[src/rtl/if_stage.sv]
// Instruction-fetch stage: owns the program counter, issues one fetch at a
// time to instruction memory and loads the IF/ID register (instr, next_pc,
// valid) consumed by decode. Decode may stall the stage or redirect it to a
// new target. Flushed slots carry the all-zero NOP with valid low.
module if_stage #(
    parameter logic [31:0] RESET_PC = 32'h0000_0000
) (
    input  logic        clk,
    input  logic        rst,
    input  logic        stall,
    input  logic        redirect,
    input  logic [31:0] redirect_pc,
    output logic        imem_req,
    output logic [31:0] imem_addr,
    input  logic        imem_ready,
    input  logic [31:0] imem_rdata,
    output logic [31:0] instr,
    output logic [31:0] next_pc,
    output logic        valid
);

    localparam logic [2:0] S_IDLE = 3'd0;
    localparam logic [2:0] S_REQ  = 3'd1;
    localparam logic [2:0] S_WAIT = 3'd2;
    localparam logic [2:0] S_HOLD = 3'd3;
    localparam logic [2:0] S_DROP = 3'd4;

    // Targets are word addresses; the two low bits are ignored.
    function automatic logic [31:0] align_pc(input logic [31:0] a);
        return a & 32'hFFFF_FFFC;
    endfunction

    // Sequential successor, wrapping modulo 2^32.
    function automatic logic [31:0] inc_pc(input logic [31:0] a);
        return a + 32'd4;
    endfunction

    logic [2:0]  state_q, state_d;
    logic [31:0] pc_q, pc_d;
    logic [31:0] buf_q, buf_d;
    logic [31:0] instr_q, instr_d;
    logic [31:0] npc_q, npc_d;
    logic        valid_q, valid_d;

    logic        deliver;
    logic [31:0] deliver_word;
    logic [31:0] pc_tgt;
    logic [31:0] pc_inc;

    assign pc_tgt = align_pc(redirect_pc);
    assign pc_inc = inc_pc(pc_q);

    // Fetch FSM: next state, next PC, and which word (if any) is delivered.
    always_comb begin
        state_d      = state_q;
        pc_d         = pc_q;
        buf_d        = buf_q;
        deliver      = 1'b0;
        deliver_word = 32'h0;
        case (state_q)
            S_IDLE: begin
                if (redirect) pc_d = pc_tgt;
                state_d = S_REQ;
            end
            S_REQ: begin
                // Request leaves this cycle; a redirect now makes its response stale.
                if (redirect) begin
                    pc_d    = pc_tgt;
                    state_d = S_DROP;
                end else begin
                    state_d = S_WAIT;
                end
            end
            S_WAIT: begin
                if (imem_ready) begin
                    if (redirect) begin
                        pc_d    = pc_tgt;
                        state_d = S_REQ;
                    end else if (stall) begin
                        buf_d   = imem_rdata;
                        state_d = S_HOLD;
                    end else begin
                        deliver      = 1'b1;
                        deliver_word = imem_rdata;
                        pc_d         = pc_inc;
                        state_d      = S_REQ;
                    end
                end else if (redirect) begin
                    pc_d    = pc_tgt;
                    state_d = S_DROP;
                end
            end
            S_HOLD: begin
                if (redirect) begin
                    pc_d    = pc_tgt;
                    state_d = S_REQ;
                end else if (!stall) begin
                    deliver      = 1'b1;
                    deliver_word = buf_q;
                    pc_d         = pc_inc;
                    state_d      = S_REQ;
                end
            end
            S_DROP: begin
                // Still waiting for the stale response; later redirects retarget.
                if (redirect) pc_d = pc_tgt;
                if (imem_ready) state_d = S_REQ;
            end
            default: state_d = S_IDLE;
        endcase
    end

    // IF/ID next value: flush beats hold beats load; otherwise a bubble.
    always_comb begin
        instr_d = 32'h0;
        npc_d   = 32'h0;
        valid_d = 1'b0;
        if (redirect) begin
            instr_d = 32'h0;
            npc_d   = 32'h0;
            valid_d = 1'b0;
        end else if (stall) begin
            instr_d = instr_q;
            npc_d   = npc_q;
            valid_d = valid_q;
        end else if (deliver) begin
            instr_d = deliver_word;
            npc_d   = pc_inc;
            valid_d = 1'b1;
        end
    end

    // Fetch control state: PC, FSM state and the stalled-response buffer.
    always_ff @(posedge clk or posedge rst) begin
        if (rst) begin
            state_q <= S_IDLE;
            pc_q    <= RESET_PC;
            buf_q   <= 32'h0;
        end else begin
            state_q <= state_d;
            pc_q    <= pc_d;
            buf_q   <= buf_d;
        end
    end

    // IF/ID pipeline register boundary.
    always_ff @(posedge clk or posedge rst) begin
        if (rst) begin
            instr_q <= 32'h0;
            npc_q   <= 32'h0;
            valid_q <= 1'b0;
        end else begin
            instr_q <= instr_d;
            npc_q   <= npc_d;
            valid_q <= valid_d;
        end
    end

    assign imem_req  = (state_q == S_REQ);
    assign imem_addr = pc_q;
    assign instr     = instr_q;
    assign next_pc   = npc_q;
    assign valid     = valid_q;

endmodule

[config.mk]
export PLATFORM = sky130hd
export DESIGN_NAME = if_stage
export DESIGN_NICKNAME = d
export VERILOG_FILES = /design/src/rtl/if_stage.sv
export SDC_FILE = /design/constraint.sdc
export NUM_CORES = 1
export LEC_CHECK = 0
export ABC_AREA = 1
export ABC_CLOCK_PERIOD_IN_PS = 5400
export BUFFER_PORTS_ARGS = -buffer_cell sky130_fd_sc_hd__buf_2
export CAP_MARGIN = 20
export CORE_ASPECT_RATIO = 1.2
export CORE_MARGIN = 2
export CORE_UTILIZATION = 54
export DETAILED_ROUTE_END_ITERATION = 8
export GPL_ROUTABILITY_DRIVEN = 0
export PLACE_DENSITY = 0.92
export SLEW_MARGIN = 20
export SYNTH_ARGS = -nofsm -noshare
export SYNTH_HDL_FRONTEND = slang
export SYNTH_SLANG_ARGS = --single-unit
[constraint.sdc]
create_clock -name clk -period 5.4 [get_ports clk]
set_clock_uncertainty 0.05 [all_clocks]
set_input_delay 0.27 -clock clk [delete_from_list [all_inputs] [get_ports clk]]
set_output_delay 0.27 -clock clk [all_outputs]
set_load 0.005 [all_outputs]
==> flow_metrics.py, run 1 <==
metrics = {
    "clock_network": {
        "root_buffer": "clkbuf_16",
        "cts_tree": "done",
        "post-cts-setup-buffers": 0,
        "numCtsBuffers": 17,
        "clk_pin_slew_ps": 60,
        "clock-sinks": 132,
        "cts.htree.levels": 4,
        "cts_max_path_buffers": 2,
        "clock_latency_ps": 420,
    },
    "yosys": {
        "synth_seq_area_share_pct": 48.0,
        "syn-num-nets": 944,
        "syn_avg_cell_area_um2": 7.87,
        "synth-seq-cells": 132,
        "synth.cell_area_um2": 6880,
        "synth_top_area_share_pct": 48.0,
        "ys_top_cells_by_area": "dfrtp_1 (48%), nand2_1 (14%), o21ai_0 (5.5%), a22o_1 (4.3%), inv_1 (3.9%)",
        "netlist_instances": 874,
        "synth.distinct_cells": 34,
        "yosysWarnings": 0,
        "yosys.area.top_type": "dfrtp_1",
    },
    "layout": {
        "syn_to_final_growth_pct": 20.3,
        "design_area_um2": 8270,
        "nets": 1089,
        "drive_gt1_share_pct": 21.7,
        "n_antenna_cell": 0,
        "final_cells": 1196,
        "fillers": 1067,
    },
    "sta": {
        "rsz0062_at_grt": "no",
        "finalSetupTns_ps": 0,
        "setup_viol": 0,
        "maxSlewHeadroom_pct": 32.4,
        "finalHoldViolCount": 0,
        "drv_slew": 0,
        "fmax_ghz": 0.364,
        "whs_ps": 52.0,
        "fin_crit_ps": 2750,
        "worst_slew_pin_slew_ps": 1010,
        "timing.final.crit_share_pct": 50.9,
    },
    "floorplan": {
        "start_util_pct": 54.8,
        "die_h_um": 128,
        "die_area_um2": 13700,
        "ios": 167,
        "num_rows": 45,
        "coreArea_um2": 12600,
        "fp.dieW_um": 107,
    },
    "run": {
        "maxCapViolCount": 0,
    },
    "critical_path": {
        "reg2regPathDepth": 9,
        "critPathMaxStageDelay_ps": 730,
        "critical_path_peak_fanout": 65,
        "slowest_stage": "inv_2",
        "r2r_setup_slack_ps": 2670,
        "cp-start-kind": "primary input",
        "critical_path_class": "primary input to flip-flop",
        "path_cells": "buf_2 -> inv_1 -> nand2_1 -> nor2_1 -> inv_2 -> o21ai_0",
        "worst-endpoint-required_ps": 5590,
        "crit_path_end_kind": "flip-flop",
        "worstPathArrival_ps": 2930,
    },
    "min_path": {
        "hold_depth": 3,
        "holdCritPathClass": "primary input to flip-flop",
    },
    "pwr": {
        "ir_drop_mv": 0.241,
        "power.density_nw_per_um2": 473,
        "p_leak_nw": 4.32,
    },
    "global_route": {
        "use_met1_pct": 36.0,
        "grt_max_degree": 69,
        "grt_pass1_wl_um": 31500,
        "first_global_vias": 6466,
        "busiest_layer": "met2",
        "grtUsageMet2_pct": 48.3,
        "track_usage_pct": 29.2,
        "antenna_found_initial": 0,
        "grt_overflow": 0,
        "met3_usage_pct": 6.89,
    },
    "status": {
        "status": "completed",
    },
    "place": {
        "placed_area_um2": 7680,
        "dp_hpwl_um": 12800,
        "dp_cells": 1163,
        "port_buffers": 164,
    },
    "detailed_routing": {
        "ant_nets": 0,
        "firstDrtPassIters": 6,
        "dr.first_iter.drc_count": 487,
        "wire_per_inst_um": 16.2,
        "via_count": 6761,
        "viasPerCell": 5.65,
        "post-route-drc-count": 0,
        "drt_wl_total_um": 19400,
    },
}
-- layer usage --
layer / part of all wire (%) / wire length [um]
met3: 9.6 / 1850
met4: 4.0 / 778
met2: 48 / 9360
met1: 38 / 7380
met5: 0 / 0
-- power by group --
group | total (W) | internal [W] | switching [W]
clock network | 0.00114 | 0.000687 | 0.000458
logic | 0.00122 | 0.000440 | 0.000781
registers | 0.00155 | 0.00123 | 0.000313
total | 0.00391 | 0.00236 | 0.00155
-- stage by stage --
| stage | util [%] | power (W) | setup slack [ps] |
|---|---|---|---|
| final | 65.9 | 0.00391 | 2650 |
| after global routing | 65.9 | 0.00414 | 2320 |
| after CTS | 65.9 | 0.00389 | 2650 |
| after detailed placement | 61.2 | 0.00272 | 2250 |
| after global placement | 61.2 | 0.00266 | 2350 |
| after floorplan | - | 0.00230 | 1550 |
-- worst max-delay path, delay by kind of cell --
| family | cells | cell delay, ps |
|---|---|---|
| compound gates | 1 | 230 |
| buf+inv | 3 | 1910 |
| simple gates | 2 | 480 |
-- layout by cell type, fill, tap and decap left out, types with 4 or more instances in the layout --
master,netlist,layout
nand2_1,262,262
inv_1,71,70
nand3_1,42,42
mux2i_1,5,5
a21oi_1,45,45
buf_2,16,164
nor2_2,4,4
o21ai_0,76,76
inv_2,7,7
a22o_1,34,34
clkinvlp_4,0,5
xnor2_1,6,6
inv_6,0,4
o21ai_1,33,33
o211ai_1,4,4
dfrtp_1,132,132
nor3_1,5,5
xor2_1,5,5
clkbuf_16,0,17
nor2_1,71,71
nand4_1,4,4
o22ai_1,7,7
-- cell usage after synthesis (all sizes together) --
cell	count
clkbuf	12
o22a	1
o21ai	109
buf	30
nand3	44
dfrtp	132
o221ai	1
nand4	4
a21oi	45
ha	1
xor2	5
nor3	5
a22o	34
mux2i	5
o211ai	4
nor2	81
nand2	267
xnor2	6
o22ai	7
and2	1
inv	80
-- path summary, 6_finish.rpt --
check	from	to
setup / recovery	redirect	buf_q[4]
setup reg to reg	state_q[0]	imem_addr[13]
hold / removal	imem_rdata[26]	buf_q[26]
min in group asynchronous	rst	instr[23]
hold reg to reg	next_pc[23]	next_pc[23]
max in group asynchronous	rst	next_pc[13]
-- what timing repair did --
action                                 in CTS  in global routing
gates resized for setup                     0                  0
endpoints found under the hold margin      47                  0
hold buffers                                1                  0
-- layout make-up --
cell class                 instances  area, um2  share of cell area [%]
multi-input combinational        620       3020                    36.5
clock inverter                    13        150                    1.81
sequential                       132       3300                    39.9
timing repair buffer             168        853                    10.3
inverter                          80        308                    3.72
clock buffer                      19        433                    5.23
tap                              164        205                    2.48
-- cell families after synthesis --
group | Yosys count | share of synthesized area (%)
compound gates | 201 | 16.9
mux | 5 | 0.728
flops | 132 | 48.0
fa+ha+maj | 1 | 0.182
buf+inv | 122 | 8.08
xor+xnor | 11 | 1.40
simple gates | 402 | 24.7
-- sequential cells by signal, summed over array words and instances, names as in the netlist --
register   count
buf_q         32
imem_addr     32
instr         32
next_pc       32
state_q        3
valid          1
No activity file was read; power rests on OpenSTA's default activity.
==> run 2, diff against run 1 <==
==> config.mk (replaced) <==
export PLATFORM = sky130hd
export DESIGN_NAME = if_stage
export DESIGN_NICKNAME = d
export VERILOG_FILES = /design/src/rtl/if_stage.sv
export SDC_FILE = /design/constraint.sdc
export NUM_CORES = 1
export LEC_CHECK = 0
export ABC_AREA = 0
export ABC_CLOCK_PERIOD_IN_PS = 2300
export BUFFER_PORTS_ARGS = -buffer_cell sky130_fd_sc_hd__buf_2
export CAP_MARGIN = 20
export CORE_ASPECT_RATIO = 1.2
export CORE_MARGIN = 2
export CORE_UTILIZATION = 48
export DETAILED_ROUTE_END_ITERATION = 8
export GPL_ROUTABILITY_DRIVEN = 0
export PLACE_DENSITY = 0.88
export SLEW_MARGIN = 20
export SYNTH_ARGS = -nofsm -noshare
export SYNTH_HDL_FRONTEND = slang
export SYNTH_SLANG_ARGS = --single-unit
==> constraint.sdc (replaced) <==
create_clock -name clk -period 2.3 [get_ports clk]
set_clock_uncertainty 0.05 [all_clocks]
set_input_delay 0.115 -clock clk [delete_from_list [all_inputs] [get_ports clk]]
set_output_delay 0.115 -clock clk [all_outputs]
set_load 0.005 [all_outputs]
==> run 2 against run 1 <==
- critical path depth unchanged
- wire length decreased by 10%
- via count decreased by 18%
- critical endpoint is now next_pc[30]
- highest routed layer unchanged
==> flow_metrics.py, run 2 <==
metrics = {
    "yosys": {
        "async_flop_share_pct": 100,
        "yosysWarnings": 0,
        "netlist_instances": 598,
        "syn-num-nets": 668,
        "synth.distinct_cells": 56,
        "synth.cell_area_um2": 6170,
        "synth-edff-count": 0,
        "synth_seq_area_share_pct": 53.6,
        "syn_avg_cell_area_um2": 10.3,
        "yosysMostFrequentCell": "dfrtp_1",
        "synth_top_area_share_pct": 53.6,
        "ys_top_cells_by_area": "dfrtp_1 (54%), o21ai_0 (6.0%), mux2_2 (5.7%), nand2_1 (5.2%), a22oi_1 (5.1%)",
        "yosys.area.top_type": "dfrtp_1",
        "synth-seq-cells": 132,
        "ys.flop_type": "dfrtp_1",
        "synth_common_cells": "dfrtp_1 (132), nand2_1 (86), o21ai_0 (74)",
    },
    "critical_path": {
        "reg2reg_to": "next_pc[30]",
        "critPathMaxStageDelay_ps": 500,
        "cp_top_family": "simple AND/OR/NAND/NOR gates",
        "crit_path_end_kind": "flip-flop",
        "slowest_stage": "nor4_4",
        "path_cells": "ha_1 -> nand3_4 -> nor4_4 -> nand4_1 -> or3_1 -> nand3_1",
        "reg2regPathDepth": 6,
        "critical_path_peak_fanout": 8,
        "worst-endpoint-required_ps": 2590,
        "cp-start-kind": "flip-flop",
        "crit-reg2reg-launch": "imem_addr[2]",
        "worstPathArrival_ps": 2420,
        "critical_path_class": "flip-flop to flip-flop",
        "r2r_setup_slack_ps": 170,
        "path_buf_inv": 0,
    },
    "detailed_routing": {
        "drt_wl_total_um": 17400,
        "ant_nets": 0,
        "via_count": 5575,
        "wire_per_inst_um": 17.7,
        "dr.first_iter.drc_count": 310,
        "viasPerCell": 5.64,
        "post-route-drc-count": 0,
        "firstDrtPassIters": 5,
    },
    "min_path": {
        "hold_end": "next_pc[4]",
        "hold_depth": 3,
        "holdCritPathClass": "primary input to flip-flop",
        "hp-start": "stall",
    },
    "sta": {
        "timing.final.crit_share_pct": 92.5,
        "setup_ws_ps": 171,
        "fmax_ghz": 0.470,
        "finalHoldViolCount": 0,
        "worst_slew_pin_slew_ps": 750,
        "fin_crit_ps": 2130,
        "drv_slew": 0,
        "maxSlewHeadroom_pct": 50.0,
        "finalSetupTns_ps": 0,
        "setup_viol": 0,
        "rsz0062_at_grt": "no",
    },
    "status": {
        "status": "completed",
    },
    "place": {
        "port_buffers": 164,
        "place_ws_ps": 152,
        "placed_area_um2": 7180,
        "dp_hpwl_um": 10800,
    },
    "global_route": {
        "track_usage_pct": 26.1,
        "grt_overflow": 0,
        "first_global_vias": 5581,
        "grt_max_degree": 133,
        "antenna_found_initial": 0,
        "grt_pass1_wl_um": 27900,
    },
    "floorplan": {
        "ios": 167,
        "die_area_um2": 13800,
        "num_rows": 45,
        "start_util_pct": 48.9,
        "die_h_um": 128,
        "coreArea_um2": 12600,
        "fp.dieW_um": 107,
    },
    "pwr": {
        "p_sw_w": 0.00280,
        "p_int_w": 0.00526,
        "netSwitchingFraction_pct": 34.8,
        "p_comb_share_pct": 27.2,
        "p_clk_share_pct": 31.1,
        "ir_drop_mv": 0.466,
        "p_leak_nw": 3.91,
        "pwr-share-seq_pct": 41.7,
        "power.density_nw_per_um2": 970,
    },
    "clock_network": {
        "clock_latency_ps": 410,
        "cts_max_path_buffers": 2,
        "post-cts-setup-buffers": 0,
        "cts_tree": "done",
        "clk_pin_slew_ps": 60,
        "cts.htree.levels": 4,
        "root_buffer": "clkbuf_16",
        "clock-sinks": 132,
        "numCtsBuffers": 17,
    },
    "layout": {
        "layout_commonest_cell": "buf_2",
        "design_area_um2": 8300,
        "drive_gt1_share_pct": 31.7,
        "nets": 881,
        "mostFrequentLayoutCells": "buf_2 (164), dfrtp_1 (132), nand2_1 (86)",
        "n_antenna_cell": 0,
        "syn_to_final_growth_pct": 34.7,
    },
    "run": {
        "maxCapViolCount": 0,
    },
}
run 2: how the worst max path moves through the flow:
stage	start	end	slack, ps	cells after the start
2_1_floorplan	imem_addr[2]	next_pc[20]	290	6
3_3_place_gp	imem_addr[2]	next_pc[30]	220	6
3_5_place_dp	imem_addr[3]	next_pc[30]	150	6
4_1_cts	state_q[0]	imem_addr[28]	150	5
5_1_grt	imem_addr[2]	next_pc[30]	20	6
6_report	imem_addr[2]	next_pc[30]	170	6
run 2: per-layer routing:
metal	vias to the layer above	routed length, um	global-route usage (%)
li1	2586	-	-
met1	2715	7070	31.4
met2	234	8700	44.0
met3	40	1250	7.27
met4	0	431	10.6
met5	-	0	0
run 2: worst min-delay path: stages:
cell     delay [ps]
buf_2           160
a21oi_1         140
nor2_1           50
run 2: cells by family (layout without fill, tap and decap cells):
logic type | after synthesis | count (layout) | synth area share [%]
simple gates | 180 | 180 | 14.7
mux | 35 | 35 | 6.33
fa+ha+maj | 1 | 1 | 0.203
buf+inv | 49 | 275 | 3.33
xor+xnor | 30 | 30 | 4.26
flops | 132 | 132 | 53.6
compound gates | 171 | 171 | 17.6
run 2: area by class of cell:
type                    instances  area (um2)
clock buffers                  17         425
clock inverters                15         123
fillers                       975        4310
inverters                       5        22.5
multi-input cells             417        2680
flip-flops and latches        132        3300
well taps                     164         205
repair buffers                238        1540
run 2: stage by stage:
stage / hold slack (ps) / utilization, % / cells / total power, W
CTS: 22.3 / 65.8 / 988 / 0.00807
finish: 39.1 / 65.8 / 988 / 0.00806
detailed placement: 287 / 56.9 / 899 / 0.00547
global route: 31.3 / 65.8 / 988 / 0.00849
floorplan: 185 / - / 598 / 0.00465
global placement: 282 / 56.9 / 899 / 0.00535
run 2: power by group through the flow:
| stage | Clock [W] | Combinational (W) | Sequential [W] |
|---|---|---|---|
| 5_1_grt | 0.00265 | 0.00240 | 0.00343 |
| 2_1_floorplan | 0 | 0.00140 | 0.00325 |
| 6_report | 0.00251 | 0.00219 | 0.00336 |
| 4_1_cts | 0.00255 | 0.00217 | 0.00334 |
| 3_5_place_dp | 0 | 0.00209 | 0.00338 |
| 3_3_place_gp | 0 | 0.00202 | 0.00333 |
run 2: what timing repair did:
item                                   4_1_cts  5_1_grt
endpoints found under the hold margin      215        0
hold buffers                                57        0
setup endpoints to repair                    0        1
resized for setup                            0        1
==> run 3, diff against run 2 <==
--- a/config.mk
+++ b/config.mk
@@ -15,6 +15,7 @@
 export DETAILED_ROUTE_END_ITERATION = 8
 export GPL_ROUTABILITY_DRIVEN = 0
 export PLACE_DENSITY = 0.88
+export REMOVE_ABC_BUFFERS = 1
 export SLEW_MARGIN = 20
 export SYNTH_ARGS = -nofsm -noshare
 export SYNTH_HDL_FRONTEND = slang
==> run 3 against run 2 <==
- via count grew 3.7%
- sequential cell count is the same
- sequential power is essentially flat
- hold slack lost 23 ps
- utilization grew 0.67 points
- final cell count grew 1.0%
- combinational power grew 4%
- largest power group unchanged
==> flow_metrics.py, run 3 (synthesized netlist as in run 2, its figures left out) <==
metrics = {
    "status": {
        "status": "completed",
    },
    "clock_network": {
        "root_buffer": "clkbuf_16",
        "cts_tree": "done",
        "clock_latency_ps": 410,
        "clock-sinks": 132,
        "clk_pin_slew_ps": 60,
        "ctsResizeCount": 0,
        "numCtsBuffers": 17,
        "cts.htree.levels": 4,
        "cts_max_path_buffers": 2,
    },
    "sta": {
        "rsz0062_at_grt": "no",
        "fin_crit_ps": 2170,
        "fmax_ghz": 0.461,
        "finalHoldViolCount": 0,
        "drv_slew": 0,
        "worst_slew_pin_slew_ps": 771,
        "timing.final.crit_share_pct": 94.3,
        "setup_ws_ps": 130,
        "setup_viol": 0,
        "maxSlewHeadroom_pct": 48.6,
    },
    "global_route": {
        "first_global_vias": 5716,
        "antenna_found_initial": 0,
        "track_usage_pct": 27.7,
        "grt_overflow": 0,
        "grt_pass1_wl_um": 29600,
        "grt_max_degree": 65,
    },
    "critical_path": {
        "cp-start-kind": "flip-flop",
        "crit_path_end_kind": "flip-flop",
        "critical_path_class": "flip-flop to flip-flop",
        "critical_path_peak_fanout": 8,
        "cp_top_family": "simple AND/OR/NAND/NOR gates",
        "worst-endpoint-required_ps": 2530,
        "startpoint": "imem_addr[3]",
        "slowest_stage": "or4_4",
        "worstPathArrival_ps": 2400,
        "critPathMaxStageDelay_ps": 610,
        "path_buf_inv": 0,
        "crit-reg2reg-launch": "imem_addr[3]",
        "path_cells": "ha_1 -> nand3_4 -> or4_4 -> nor3_2 -> xnor2_1 -> o21ai_1",
    },
    "layout": {
        "syn_to_final_growth_pct": 36.0,
        "layout_commonest_cell": "buf_2",
        "design_area_um2": 8390,
        "drive_gt1_share_pct": 32.5,
        "mostFrequentLayoutCells": "buf_2 (164), dfrtp_1 (132), nand2_1 (86)",
        "nets": 891,
        "n_antenna_cell": 0,
        "fillers": 920,
        "fin_util_pct": 66.5,
    },
    "pwr": {
        "p_leak_nw": 3.97,
        "power.density_nw_per_um2": 968,
        "ir_drop_mv": 0.439,
        "power_w": 0.00812,
    },
    "place": {
        "place_ws_ps": 174,
        "placed_area_um2": 7300,
        "port_buffers": 164,
        "dp_hpwl_um": 11600,
    },
    "detailed_routing": {
        "dr.first_iter.drc_count": 564,
        "ant_nets": 0,
        "wire_per_inst_um": 18.7,
        "via_count": 5783,
        "drt_wl_total_um": 18700,
        "firstDrtPassIters": 5,
        "viasPerCell": 5.79,
        "post-route-drc-count": 0,
    },
    "min_path": {
        "hp-start": "redirect_pc[8]",
        "holdCritPathClass": "primary input to flip-flop",
    },
    "floorplan": {
        "die_h_um": 128,
        "ios": 167,
        "fp.dieW_um": 107,
        "die_area_um2": 13800,
        "start_util_pct": 48.9,
        "coreArea_um2": 12600,
        "num_rows": 45,
    },
    "run": {
        "maxCapViolCount": 0,
    },
}
-- run 3: routing by layer --
layer  up-vias  track usage (%)  share of wire [%]  routed length (um)
met4         0             10.4                2.7                 509
li1       2604                -                  -                   -
met1      2824             33.3                 39                7360
met5         -                0                  0                   0
met2       304             47.8                 50                9380
met3        51             6.91                7.7                1430
-- run 3: layout make-up --
| type | instances | area [um2] | area share, % |
|---|---|---|---|
| flip-flops and latches | 132 | 3300 | 39.4 |
| well taps | 164 | 205 | 2.45 |
| inverters | 5 | 23.8 | 0.283 |
| repair buffers | 248 | 1640 | 19.5 |
| clock inverters | 13 | 97.6 | 1.16 |
| clock buffers | 19 | 443 | 5.28 |
| multi-input cells | 417 | 2680 | 31.9 |
-- run 3: path summary, 6_finish.rpt --
check,to,slack [ps],depth (start not counted)
max in group asynchronous,buf_q[5],1220,4
min reg2reg,instr[12],420,2
min,imem_addr[8],20,3
max reg2reg,next_pc[20],130,6
min in group asynchronous,buf_q[1],300,3
max,next_pc[20],130,6
-- run 3: stage by stage --
stage	cells	TNS, ps	hold slack [ps]
detailed placement	911	0	190
CTS	998	0	1.16
global route	998	0	16.2
floorplan	554	-277030	131
global placement	911	0	191
finish	998	0	16.3
-- run 3: tightest hold or removal path: cells and delay by family --
| family | cells | cell delay (ps) |
|---|---|---|
| compound gates | 2 | 190 |
| buf+inv | 1 | 110 |
-- run 3: power breakdown --
part	switching, W	internal [W]
combinational	0.00119	0.00107
sequential	0.000549	0.00282
clock	0.00107	0.00142
total	0.00281	0.00531
-- run 3: timing repair --
| action | in CTS | in global routing |
|---|---|---|
| hold buffers | 55 | 0 |
| endpoints found under the hold margin | 135 | 0 |
| setup buffers | 0 | 0 |
